--- config.mk ---
export PLATFORM = sky130hd
export DESIGN_NAME = hazard_scoreboard
export DESIGN_NICKNAME = d
export VERILOG_FILES = /design/src/rtl/hazard_scoreboard.sv
export SDC_FILE = /design/constraint.sdc
export NUM_CORES = 1
export LEC_CHECK = 0
export ABC_AREA = 0
export BUFFER_PORTS_ARGS = -buffer_cell sky130_fd_sc_hd__buf_2
export CELL_PAD_IN_SITES_DETAIL_PLACEMENT = 1
export CELL_PAD_IN_SITES_GLOBAL_PLACEMENT = 1
export CORE_ASPECT_RATIO = 1.2
export CORE_MARGIN = 5
export CORE_UTILIZATION = 39
export CTS_CLUSTER_DIAMETER = 80
export CTS_CLUSTER_SIZE = 16
export DETAILED_ROUTE_END_ITERATION = 10
export GPL_ROUTABILITY_DRIVEN = 0
export PLACE_DENSITY_LB_ADDON = 0.1
export SLEW_MARGIN = 15
export SYNTH_ARGS = -nofsm -noshare
export SYNTH_HDL_FRONTEND = slang
export SYNTH_SLANG_ARGS = --single-unit
--- constraint.sdc ---
create_clock -name i_clk -period 2.2 [get_ports i_clk]
set_input_delay 0.11 -clock i_clk [delete_from_list [all_inputs] [get_ports i_clk]]
set_output_delay 0.11 -clock i_clk [all_outputs]
set_load 0.005 [all_outputs]
--- src/rtl/hazard_scoreboard.sv ---
`default_nettype none
// ============================================================================
// Module   : hazard_scoreboard
// Brief    : Shadow EX/MEM destination scoreboard producing registered
//            forwarding selects, load-use stall, branch flushes and
//            saturating stall/flush event counters.
// Revision : 1.0
// ============================================================================
module hazard_scoreboard #(
    parameter int CNT_W = 16
) (
    input  logic             i_clk,
    input  logic             i_rst,
    input  logic             ID_insn_vld,
    input  logic [4:0]       ID_rs1_addr,
    input  logic [4:0]       ID_rs2_addr,
    input  logic             ID_rs1_use,
    input  logic             ID_rs2_use,
    input  logic [4:0]       ID_rd_addr,
    input  logic             ID_rd_wren,
    input  logic             ID_mem_rden,
    input  logic             EX_br_sel,
    output logic [1:0]       ID_forward_A,
    output logic [1:0]       ID_forward_B,
    output logic             o_stall,
    output logic             o_idex_bubble,
    output logic             o_ifid_flush,
    output logic             o_idex_flush,
    output logic [CNT_W-1:0] o_stall_cnt,
    output logic [CNT_W-1:0] o_flush_cnt
);

    typedef struct packed {
        logic       vld;
        logic       wren;
        logic       load;
        logic [4:0] rd;
    } slot_t;

    localparam logic [1:0] c_SEL_RF  = 2'b00;
    localparam logic [1:0] c_SEL_WB  = 2'b01;
    localparam logic [1:0] c_SEL_MEM = 2'b10;

    slot_t            r_ex;
    slot_t            r_mem;
    logic [1:0]       r_fwd_a;
    logic [1:0]       r_fwd_b;
    logic [CNT_W-1:0] r_stall_cnt;
    logic [CNT_W-1:0] r_flush_cnt;

    logic             w_load_use;
    logic             w_stall;
    logic             w_flush;
    logic             w_issue;
    logic [1:0]       w_sel_a;
    logic [1:0]       w_sel_b;

    function automatic logic slot_match(slot_t s, logic [4:0] rs, logic use_rs, logic vld);
        return s.vld & s.wren & (s.rd != 5'd0) & (s.rd == rs) & use_rs & vld;
    endfunction

    // Youngest producer (EX) wins; a load in EX cannot forward and stalls instead.
    function automatic logic [1:0] fwd_sel(slot_t ex, slot_t mem, logic [4:0] rs,
                                           logic use_rs, logic vld);
        if (slot_match(ex, rs, use_rs, vld) && !ex.load)
            return c_SEL_MEM;
        else if (slot_match(mem, rs, use_rs, vld))
            return c_SEL_WB;
        else
            return c_SEL_RF;
    endfunction

    always_comb begin
        w_load_use = r_ex.load &
                     (slot_match(r_ex, ID_rs1_addr, ID_rs1_use, ID_insn_vld) |
                      slot_match(r_ex, ID_rs2_addr, ID_rs2_use, ID_insn_vld));
        w_stall    = w_load_use & ~EX_br_sel & ~i_rst;
        w_flush    = EX_br_sel & ~i_rst;
        w_issue    = ~w_stall & ~EX_br_sel;
        w_sel_a    = fwd_sel(r_ex, r_mem, ID_rs1_addr, ID_rs1_use, ID_insn_vld);
        w_sel_b    = fwd_sel(r_ex, r_mem, ID_rs2_addr, ID_rs2_use, ID_insn_vld);
    end

    always_ff @(posedge i_clk) begin
        if (i_rst) begin
            r_ex        <= '0;
            r_mem       <= '0;
            r_fwd_a     <= c_SEL_RF;
            r_fwd_b     <= c_SEL_RF;
            r_stall_cnt <= '0;
            r_flush_cnt <= '0;
        end else begin
            r_mem <= r_ex;
            if (w_issue) begin
                r_ex    <= '{vld: ID_insn_vld, wren: ID_rd_wren,
                             load: ID_mem_rden, rd: ID_rd_addr};
                r_fwd_a <= w_sel_a;
                r_fwd_b <= w_sel_b;
            end else begin
                r_ex    <= '0;
                r_fwd_a <= c_SEL_RF;
                r_fwd_b <= c_SEL_RF;
            end
            if (w_stall && (r_stall_cnt != {CNT_W{1'b1}}))
                r_stall_cnt <= r_stall_cnt + CNT_W'(1);
            if (EX_br_sel && (r_flush_cnt != {CNT_W{1'b1}}))
                r_flush_cnt <= r_flush_cnt + CNT_W'(1);
        end
    end

    assign ID_forward_A  = r_fwd_a;
    assign ID_forward_B  = r_fwd_b;
    assign o_stall       = w_stall;
    assign o_idex_bubble = w_stall;
    assign o_ifid_flush  = w_flush;
    assign o_idex_flush  = w_flush;
    assign o_stall_cnt   = r_stall_cnt;
    assign o_flush_cnt   = r_flush_cnt;

endmodule
`default_nettype wire

==> results of run 1 <==
-- cell type report --
class | count | area, um2
timing repair buffer | 82 | 478
fill | 773 | 3010
multi-input combinational | 217 | 1380
inverter | 3 | 11.3
tap | 82 | 103
clock inverter | 3 | 15.0
clock buffer | 5 | 68.8
sequential | 51 | 1020
-- worst paths after layout --
| kind | startpoint | end | slack [ns] |
|---|---|---|---|
| min reg2reg | r_ex[7]$_SDFF_PP0_ | r_mem[7]$_SDFF_PP0_ | 0.48 |
| max reg2reg | r_ex[0]$_SDFF_PP0_ | o_stall_cnt[5]$_SDFFE_PP0P_ | 0.12 |
| min | ID_insn_vld | r_ex[7]$_SDFF_PP0_ | 0.06 |
| max | r_ex[0]$_SDFF_PP0_ | o_idex_bubble | 0.1 |
-- worst register-to-register path, stage by stage (launching register included) --
cell	delay [ns]
dfxtp_1	0.38
xor2_1	0.18
nor4_1	0.28
and3_1	0.22
buf_4	0.16
o21ai_4	0.12
or4b_1	0.53
a21oi_1	0.15
-- per-stage QoR --
stage                     hold WS [ns]  cells  TNS [ns]  util (%)
after floorplan                  0.232    281         0         -
after global placement           0.312    428         0      47.9
after detailed placement         0.316    428         0      47.9
after CTS                       0.0460    443         0      50.4
after global routing            0.0458    443    -0.225      50.5
final                           0.0555    443         0      50.5
-- per-layer routing --
metal  up-vias  wire length (um)  track usage, %
met2        42              3270            29.6
li1       1144                 -               -
met3         6               281            3.16
met4         0                83            4.91
met5         -                 0               0
met1      1114              2900            20.5
-- power by group through the flow --
stage	clock, W	sequential, W	combinational, W
after floorplan	0	0.000969	0.0000641
after global placement	0	0.000972	0.000114
after detailed placement	0	0.000972	0.000116
after CTS	0.000562	0.000951	0.000126
after global routing	0.000606	0.000953	0.000139
final	0.000531	0.000950	0.000126
-- what timing repair did --
action	CTS	global route
endpoints found under the setup margin	0	5
hold buffers	7	0
gates resized for setup	0	1
hold endpoints to repair	7	0
-- cell usage in the layout (no fill, tap or decap), types with 5 or more instances in the layout --
| cell type | instances |
|---|---|
| xnor2_1 | 8 |
| or3_1 | 6 |
| xor2_1 | 26 |
| nor2_1 | 36 |
| nand2_1 | 15 |
| a21oi_1 | 12 |
| buf_4 | 13 |
| buf_2 | 62 |
| o21ai_0 | 9 |
| and4_1 | 5 |
| nor2b_1 | 11 |
| nand3_1 | 15 |
| nor3_1 | 9 |
| and2_1 | 8 |
| dlygate4sd3_1 | 7 |
| nand4_1 | 11 |
| clkbuf_8 | 5 |
| and3_1 | 6 |
| dfxtp_1 | 51 |
-- registers in the layout (all words and copies together), names as in the netlist --
signal / cells
r_mem: 7
o_flush_cnt: 16
ID_forward_A: 2
ID_forward_B: 2
r_ex: 8
o_stall_cnt: 16
-- cells by family after synthesis --
group / Yosys count
flops: 51
buf+inv: 13
fa+ha+maj: 2
mux: 6
xor+xnor: 34
simple gates: 141
compound gates: 34
==> reports/metrics.yaml, run 1 <==
yosys:
  async_flop_share_pct: 0
  syn-num-nets: 306
  synth_cells: 281
  yosys.area_share.adder_pct: 1.02
  yosysMostFrequentCell: "dfxtp_1"
  synth-compound-area-share_pct: 8.75
  synth.area.top_cells: "dfxtp_1, xor2_1, nor2_1"
  yosys-top-cells-count: "dfxtp_1, nor2_1, xor2_1"
  synth_xor_area_share_pct: 12.1
  netlist_area_mm2: 0.00246
  synth.distinct_cells: 40
  synth_top_family_by_area: "simple AND/OR/NAND/NOR gates"
  synth_edf_count: 0
  yosys_most_used_dff: "dfxtp_1"
  synth_largest_area_cell: "dfxtp_1"
  synth-simple-area-share_pct: 31.3
  synth.avg_cell_area_um2: 8.75
  ys_ff_latch: 51
  synth-warning-count: 0
  yosysTopAreaCellShare_pct: 41.5
  synthMuxAreaShare_pct: 2.59
  synth-seq-area-share_pct: 41.5
routing:
  drcViolationCount: 0
  dr.pass1.iters: 4
  viasPerCell: 5.21
  antenna_left: 0
  drtIter0Drc: 52
  vias: 2306
  wire_per_inst_um: 14.8
  drt-total-wl_um: 6540
floorplanning:
  pin_count: 63
  die_area_mm2: 0.00800
  die_width_um: 82.5
  fp.coreArea_mm2: 0.00609
  die-height_um: 97
  placement_rows: 31
  start_util_pct: 40.4
timing:
  fin_skew_ns: 0.00843
  rsz0062_at_grt: "true"
  finalCritPeriodShare_pct: 95.6
  tightest_slew_ns: 0.479
  layout_setup_ws_ns: 0.0976
  drv_slew: 0
  hold_viol_final: 0
  fmax_mhz: 476
  relSlewSlack_pct: 67.9
  final-setup-viol-count: 0
  fin_crit_ns: 2.10
pwr:
  cellLeakagePower_nw: 1.30
  power.share.clock_pct: 33.0
  switching_share_pct: 24.3
  p_switching_w: 0.000390
  p_total_w: 0.00161
  seqPwrFrac_pct: 59.1
  p_int_w: 0.00122
  vdd_drop_max_mv: 0.297
  combPwrFrac_pct: 7.8
  pwr_density_cell_mw_per_mm2: 522
cells_and_area:
  drive_above_1_share_pct: 26.3
  antenna_cells: 0
  final_area_mm2: 0.00308
  areaGrowthSynthToFinish_pct: 25.0
  fin_nets: 385
cts:
  clk_latency_ns: 0.31
  clock_sinks: 51
  path_clk_slew_ns: 0.09
  cts_buffers: 5
  post_cts_buffers: 0
  clk_path_buf_depth: 2
  cts-root-buf: "clkbuf_8"
  htree_levels: 2
  cts_tree: "done"
run_status:
  outcome: "finished, final reports clean"
global_routing:
  grt_max_degree: 45
  antenna_found_initial: 0
  grt_pass1_wl_um: 10800
  grt_usage_pct: 16.9
  grt_overflow: 0
  grt_pass1_vias: 2356
min_path:
  whs_path_depth: 2
  min_path_type: "in -> reg"
setup_path:
  worstPathArrival_ns: 1.99
  endpoint_kind: "output pin"
  path_cells: "xor2_1 -> nor4_2 -> and3_1 -> nor2_1 -> buf_4 -> nor2_1 -> buf_2"
  critPathMaxStageDelay_ns: 0.46
  crit_path_max_fanout: 6
  path_buf_inv: 2
  critPathLaunchType: "flip-flop"
  cp_common_cell: "nor2_1"
  slowest_stage: "dfxtp_1"
  required_ns: 2.09
  criticalPathCategory: "reg -> out"
  r2r_cells: 7
  crit_cells: 7
  crit_family: "simple AND/OR/NAND/NOR gates"
job:
  maxCapViolCount: 0
placement:
  dpl_cell_area_mm2: 0.00292
  portBuffers: 62
  post-place-ws_ns: 0.115
  post-dp-hpwl_um: 4920
Note: power is estimated with default switching activity, not from simulation.
==> run 2: changes to the inputs <==
Settings changed: CELL_PAD_IN_SITES_DETAIL_PLACEMENT 1 to 0, PLACE_DENSITY_LB_ADDON 0.1 to 0.2.
==> reports/metrics.yaml, run 2 (same netlist as run 1, synthesis figures left out) <==
setup_path:
  path_cells: "xor2_1 -> nor4_1 -> and3_1 -> buf_4 -> o21ai_4 -> or4b_1 -> a21oi_1"
  slowest_stage: "or4b_1"
  endpoint_kind: "flip-flop"
  worstPathArrival_ns: 2.27
  critPathMaxStageDelay_ns: 0.51
  crit_path_max_fanout: 10
  criticalPathCategory: "reg -> reg"
  required_ns: 2.44
  critPathLaunchType: "flip-flop"
job:
  maxCapViolCount: 0
cts:
  cts_buffers: 5
  clock_sinks: 51
  cts-root-buf: "clkbuf_8"
  clk_latency_ns: 0.31
  htree_levels: 2
  path_clk_slew_ns: 0.10
  post_cts_buffers: 0
  cts_tree: "done"
  clk_path_buf_depth: 2
pwr:
  p_int_w: 0.00123
  switching_share_pct: 25.0
  pwr_density_cell_mw_per_mm2: 529
  vdd_drop_max_mv: 0.233
  combPwrFrac_pct: 7.6
  seqPwrFrac_pct: 57.9
  power.share.clock_pct: 34.5
  cellLeakagePower_nw: 1.30
  p_switching_w: 0.000412
timing:
  hold_viol_final: 0
  rsz0062_at_grt: "true"
  hold_ws_ns: 0.0469
  relSlewSlack_pct: 58.7
  fin_skew_ns: 0.0117
  fmax_mhz: 492
  drv_slew: 0
  final-setup-viol-count: 0
  tightest_slew_ns: 0.614
  fin_crit_ns: 2.03
  finalCritPeriodShare_pct: 92.4
routing:
  drtIter0Drc: 106
  antenna_left: 0
  vias: 2260
  wire_per_inst_um: 13.5
  drt-total-wl_um: 5980
  viasPerCell: 5.10
  drcViolationCount: 0
  dr.pass1.iters: 4
min_path:
  min_path_type: "in -> reg"
cells_and_area:
  mostFrequentLayoutCells: "buf_2, dfxtp_1, nor2_1"
  finalNonFillerCells: 443
  antenna_cells: 0
  areaGrowthSynthToFinish_pct: 26.2
  nFillCells: 617
  final_area_mm2: 0.00311
  fin_nets: 385
  final_util_pct: 51.0
  layout_commonest_cell: "buf_2"
  drive_above_1_share_pct: 27.1
placement:
  dpl_cell_area_mm2: 0.00292
  dp_cells: 428
  portBuffers: 62
  post-dp-hpwl_um: 4470
floorplanning:
  die_area_mm2: 0.00800
  pin_count: 63
  placement_rows: 31
  fp.coreArea_mm2: 0.00609
  start_util_pct: 40.4
  die_width_um: 82.5
  die-height_um: 97
global_routing:
  grt_pass1_vias: 2190
  grt_max_degree: 45
  antenna_found_initial: 0
  grt_overflow: 0
  grt_pass1_wl_um: 9960
  grt_usage_pct: 15.3
run_status:
  outcome: "finished, final reports clean"
[run 2: area by class of cell]
cell class,count,area (um2),area share [%]
inverter,3,11.3,0.363
clock inverter,3,26.3,0.846
clock buffer,5,68.8,2.22
tap,82,103,3.30
multi-input combinational,217,1400,45.0
sequential,51,1020,32.9
timing repair buffer,82,478,15.4
[run 2: routing by layer]
metal / share of wire [%] / GRT usage (%) / routed length (um)
met5: 0 / 0 / 0
met4: 1.2 / 4.15 / 71
met3: 5.7 / 3.16 / 344
met2: 50 / 26.6 / 3010
met1: 43 / 18.6 / 2550
[run 2: power by group through the flow]
| stage | logic, W | clock network (W) | registers (W) |
|---|---|---|---|
| 2_1_floorplan | 0.0000641 | 0 | 0.000969 |
| 3_3_place_gp | 0.000112 | 0 | 0.000971 |
| 4_1_cts | 0.000121 | 0.000587 | 0.000950 |
| 5_1_grt | 0.000138 | 0.000620 | 0.000954 |
| 3_5_place_dp | 0.000112 | 0 | 0.000972 |
| 6_report | 0.000125 | 0.000568 | 0.000951 |
[run 2: final timing paths]
| check | from | to | slack [ns] | cells after the start |
|---|---|---|---|---|
| max | r_ex[3]$_SDFF_PP0_ | o_stall_cnt[5]$_SDFFE_PP0P_ | 0.17 | 7 |
| min | ID_rs1_use | ID_forward_A[0]$_SDFF_PP0_ | 0.05 | 3 |
| max reg2reg | r_ex[3]$_SDFF_PP0_ | o_stall_cnt[5]$_SDFFE_PP0P_ | 0.17 | 7 |
| min reg2reg | r_ex[7]$_SDFF_PP0_ | r_mem[7]$_SDFF_PP0_ | 0.48 | 1 |
[run 2: timing repair]
item                       CTS  global route
hold buffers                 6             1
hold endpoints to repair     6             1
setup endpoints to repair    0             4
resized for setup            0             5
[run 2: through the flow]
step / power [W] / worst slack, ns / TNS [ns]
after global routing: 0.00171 / -0.000681 / -0.000681
after floorplan: 0.00103 / 0.248 / 0
after detailed placement: 0.00108 / 0.180 / 0
final: 0.00164 / 0.167 / 0
after global placement: 0.00108 / 0.193 / 0
after CTS: 0.00166 / 0.0726 / 0
[run 2: worst max-delay path, delay by kind of cell (launching register included)]
kind / cells / cell delay (ns)
xor+xnor: 1 / 0.17
simple gates: 3 / 1.02
buf+inv: 1 / 0.15
compound gates: 2 / 0.24
flops: 1 / 0.36
==> run 3: changes to the inputs <==
Settings changed: CORE_UTILIZATION 39 to 35.
Clock period 2.2 ns to 1.8 ns, I/O delays scaled along.
==> reports/metrics.yaml, run 3 (same netlist as run 1, synthesis figures left out) <==
run_status:
  outcome: "complete, but fails checks"
  failed_checks: "setup timing"
pwr:
  p_total_w: 0.00204
  power.share.clock_pct: 33.5
  switching_share_pct: 25.1
  seqPwrFrac_pct: 56.8
  p_switching_w: 0.000512
  vdd_drop_max_mv: 0.344
  p_int_w: 0.00153
  combPwrFrac_pct: 9.7
  cellLeakagePower_nw: 1.64
  pwr_density_cell_mw_per_mm2: 542
global_routing:
  grt_pass1_vias: 2444
  antenna_found_initial: 0
  grt_pass1_wl_um: 11000
  grt_usage_pct: 15.4
  grt_overflow: 0
  grt_max_degree: 45
cells_and_area:
  final_util_pct: 54.9
  drive_above_1_share_pct: 44.8
  final_area_mm2: 0.00376
  mostFrequentLayoutCells: "buf_2, buf_4, dfxtp_1"
  areaGrowthSynthToFinish_pct: 52.9
  layout_commonest_cell: "buf_2"
  fin_nets: 441
  antenna_cells: 0
placement:
  portBuffers: 62
  post-dp-hpwl_um: 4820
  dpl_cell_area_mm2: 0.00328
setup_path:
  critPathMaxStageDelay_ns: 0.52
  path_buf_inv: 1
  r2r_start: "r_ex[3]$_SDFF_PP0_"
  timing.rr.end: "o_stall_cnt[5]$_SDFFE_PP0P_"
  crit_path_max_fanout: 4
  slowest_stage: "or4b_4"
  crit_family: "simple AND/OR/NAND/NOR gates"
  crit_cells: 7
  criticalPathCategory: "reg -> reg"
  reg2reg_setup_slack_ns: -0.20
  path_cells: "xor2_1 -> nor4_1 -> and3_2 -> buf_6 -> o21ai_4 -> or4b_4 -> a21oi_2"
  endpoint_kind: "flip-flop"
  r2r_cells: 7
  critPathLaunchType: "flip-flop"
  worstPathArrival_ns: 2.24
  required_ns: 2.04
min_path:
  hold_path_end: "ID_forward_B[0]$_SDFF_PP0_"
  whs_path_depth: 3
  min_path_type: "in -> reg"
  min-delay-start: "ID_rs2_use"
routing:
  wire_per_inst_um: 13.5
  viasPerCell: 4.89
  antenna_left: 0
  dr.pass1.iters: 4
  vias: 2463
  drtIter0Drc: 63
  drcViolationCount: 0
  drt-total-wl_um: 6810
timing:
  fin_skew_ns: 0.00803
  drv_slew: 0
  relSlewSlack_pct: 69.1
  hold_ws_ns: 0.0371
  hold_viol_final: 0
  final-setup-viol-count: 16
  tightest_slew_ns: 0.463
  fin_crit_ns: 2.00
  layout_setup_ws_ns: -0.203
  fin_setup_tns_ns: -1.59
  fmax_mhz: 499
  finalCritPeriodShare_pct: 111
  rsz0062_at_grt: "true"
cts:
  path_clk_slew_ns: 0.10
  htree_levels: 2
  clk_latency_ns: 0.31
  cts_buffers: 5
  clk_path_buf_depth: 2
  cts_tree: "done"
  cts-root-buf: "clkbuf_8"
  clock_sinks: 51
floorplanning:
  die_area_mm2: 0.00881
  pin_count: 63
  fp.coreArea_mm2: 0.00685
  placement_rows: 33
  die_width_um: 86.5
  die-height_um: 102
  start_util_pct: 35.9
job:
  maxCapViolCount: 0
## run 3: cell types whose count changed in the layout (fill, tap and decap cells not counted), sizes merged
cell,change
buf,+56
inv,-1
clkinv,+1
## run 3: through the flow
step | setup slack [ns] | std cells
5_1_grt | -0.295 | 504
3_5_place_dp | -0.218 | 478
2_1_floorplan | -0.0101 | 281
4_1_cts | -0.193 | 501
6_report | -0.203 | 504
3_3_place_gp | -0.161 | 478
## run 3: worst max path at each step
| stage | from | end | slack [ns] |
|---|---|---|---|
| after floorplan | r_ex[3]$_SDFF_PP0_ | o_stall_cnt[13]$_SDFFE_PP0P_ | -0.01 |
| after global placement | r_ex[3]$_SDFF_PP0_ | o_stall_cnt[5]$_SDFFE_PP0P_ | -0.16 |
| after detailed placement | r_ex[3]$_SDFF_PP0_ | o_stall_cnt[5]$_SDFFE_PP0P_ | -0.22 |
| after CTS | r_ex[2]$_SDFF_PP0_ | o_stall_cnt[5]$_SDFFE_PP0P_ | -0.19 |
| after global routing | r_ex[3]$_SDFF_PP0_ | o_stall_cnt[5]$_SDFFE_PP0P_ | -0.30 |
| final | r_ex[3]$_SDFF_PP0_ | o_stall_cnt[5]$_SDFFE_PP0P_ | -0.20 |
## run 3: worst reg2reg max path, stage by stage (launching register included)
cell     delay [ns]
dfxtp_4        0.37
xor2_1         0.14
nor4_1         0.28
and3_2         0.29
buf_6          0.13
o21ai_4        0.06
or4b_4         0.52
a21oi_2        0.15
## run 3: area by class of cell
type / count / area [um2]
sequential: 51 / 1040
tap: 87 / 109
fill: 681 / 3090
inverter: 3 / 11.3
clock inverter: 3 / 18.8
clock buffer: 5 / 68.8
timing repair buffer: 138 / 940
multi-input combinational: 217 / 1580
## run 3: power groups by stage
stage                     combinational [W]  clock (W)  sequential, W
after floorplan                   0.0000820          0        0.00119
after global placement             0.000171          0        0.00118
after detailed placement           0.000170          0        0.00118
after CTS                          0.000190   0.000702        0.00116
after global routing               0.000218   0.000755        0.00116
final                              0.000198   0.000682        0.00116
## run 3: layer usage
| metal | vias up | track usage (%) | routed length, um |
|---|---|---|---|
| met5 | - | 0 | 0 |
| met4 | 0 | 5.28 | 95 |
| met3 | 9 | 3.23 | 318 |
| met2 | 55 | 27.3 | 3470 |
| met1 | 1143 | 18.4 | 2930 |
| li1 | 1256 | - | - |
## run 3: timing repair
item	in CTS	in global routing
setup buffers	9	4
setup endpoints to repair	27	34
gates resized for setup	25	39
pin swaps	20	29
endpoints found under the hold margin	7	0
hold buffers	7	0
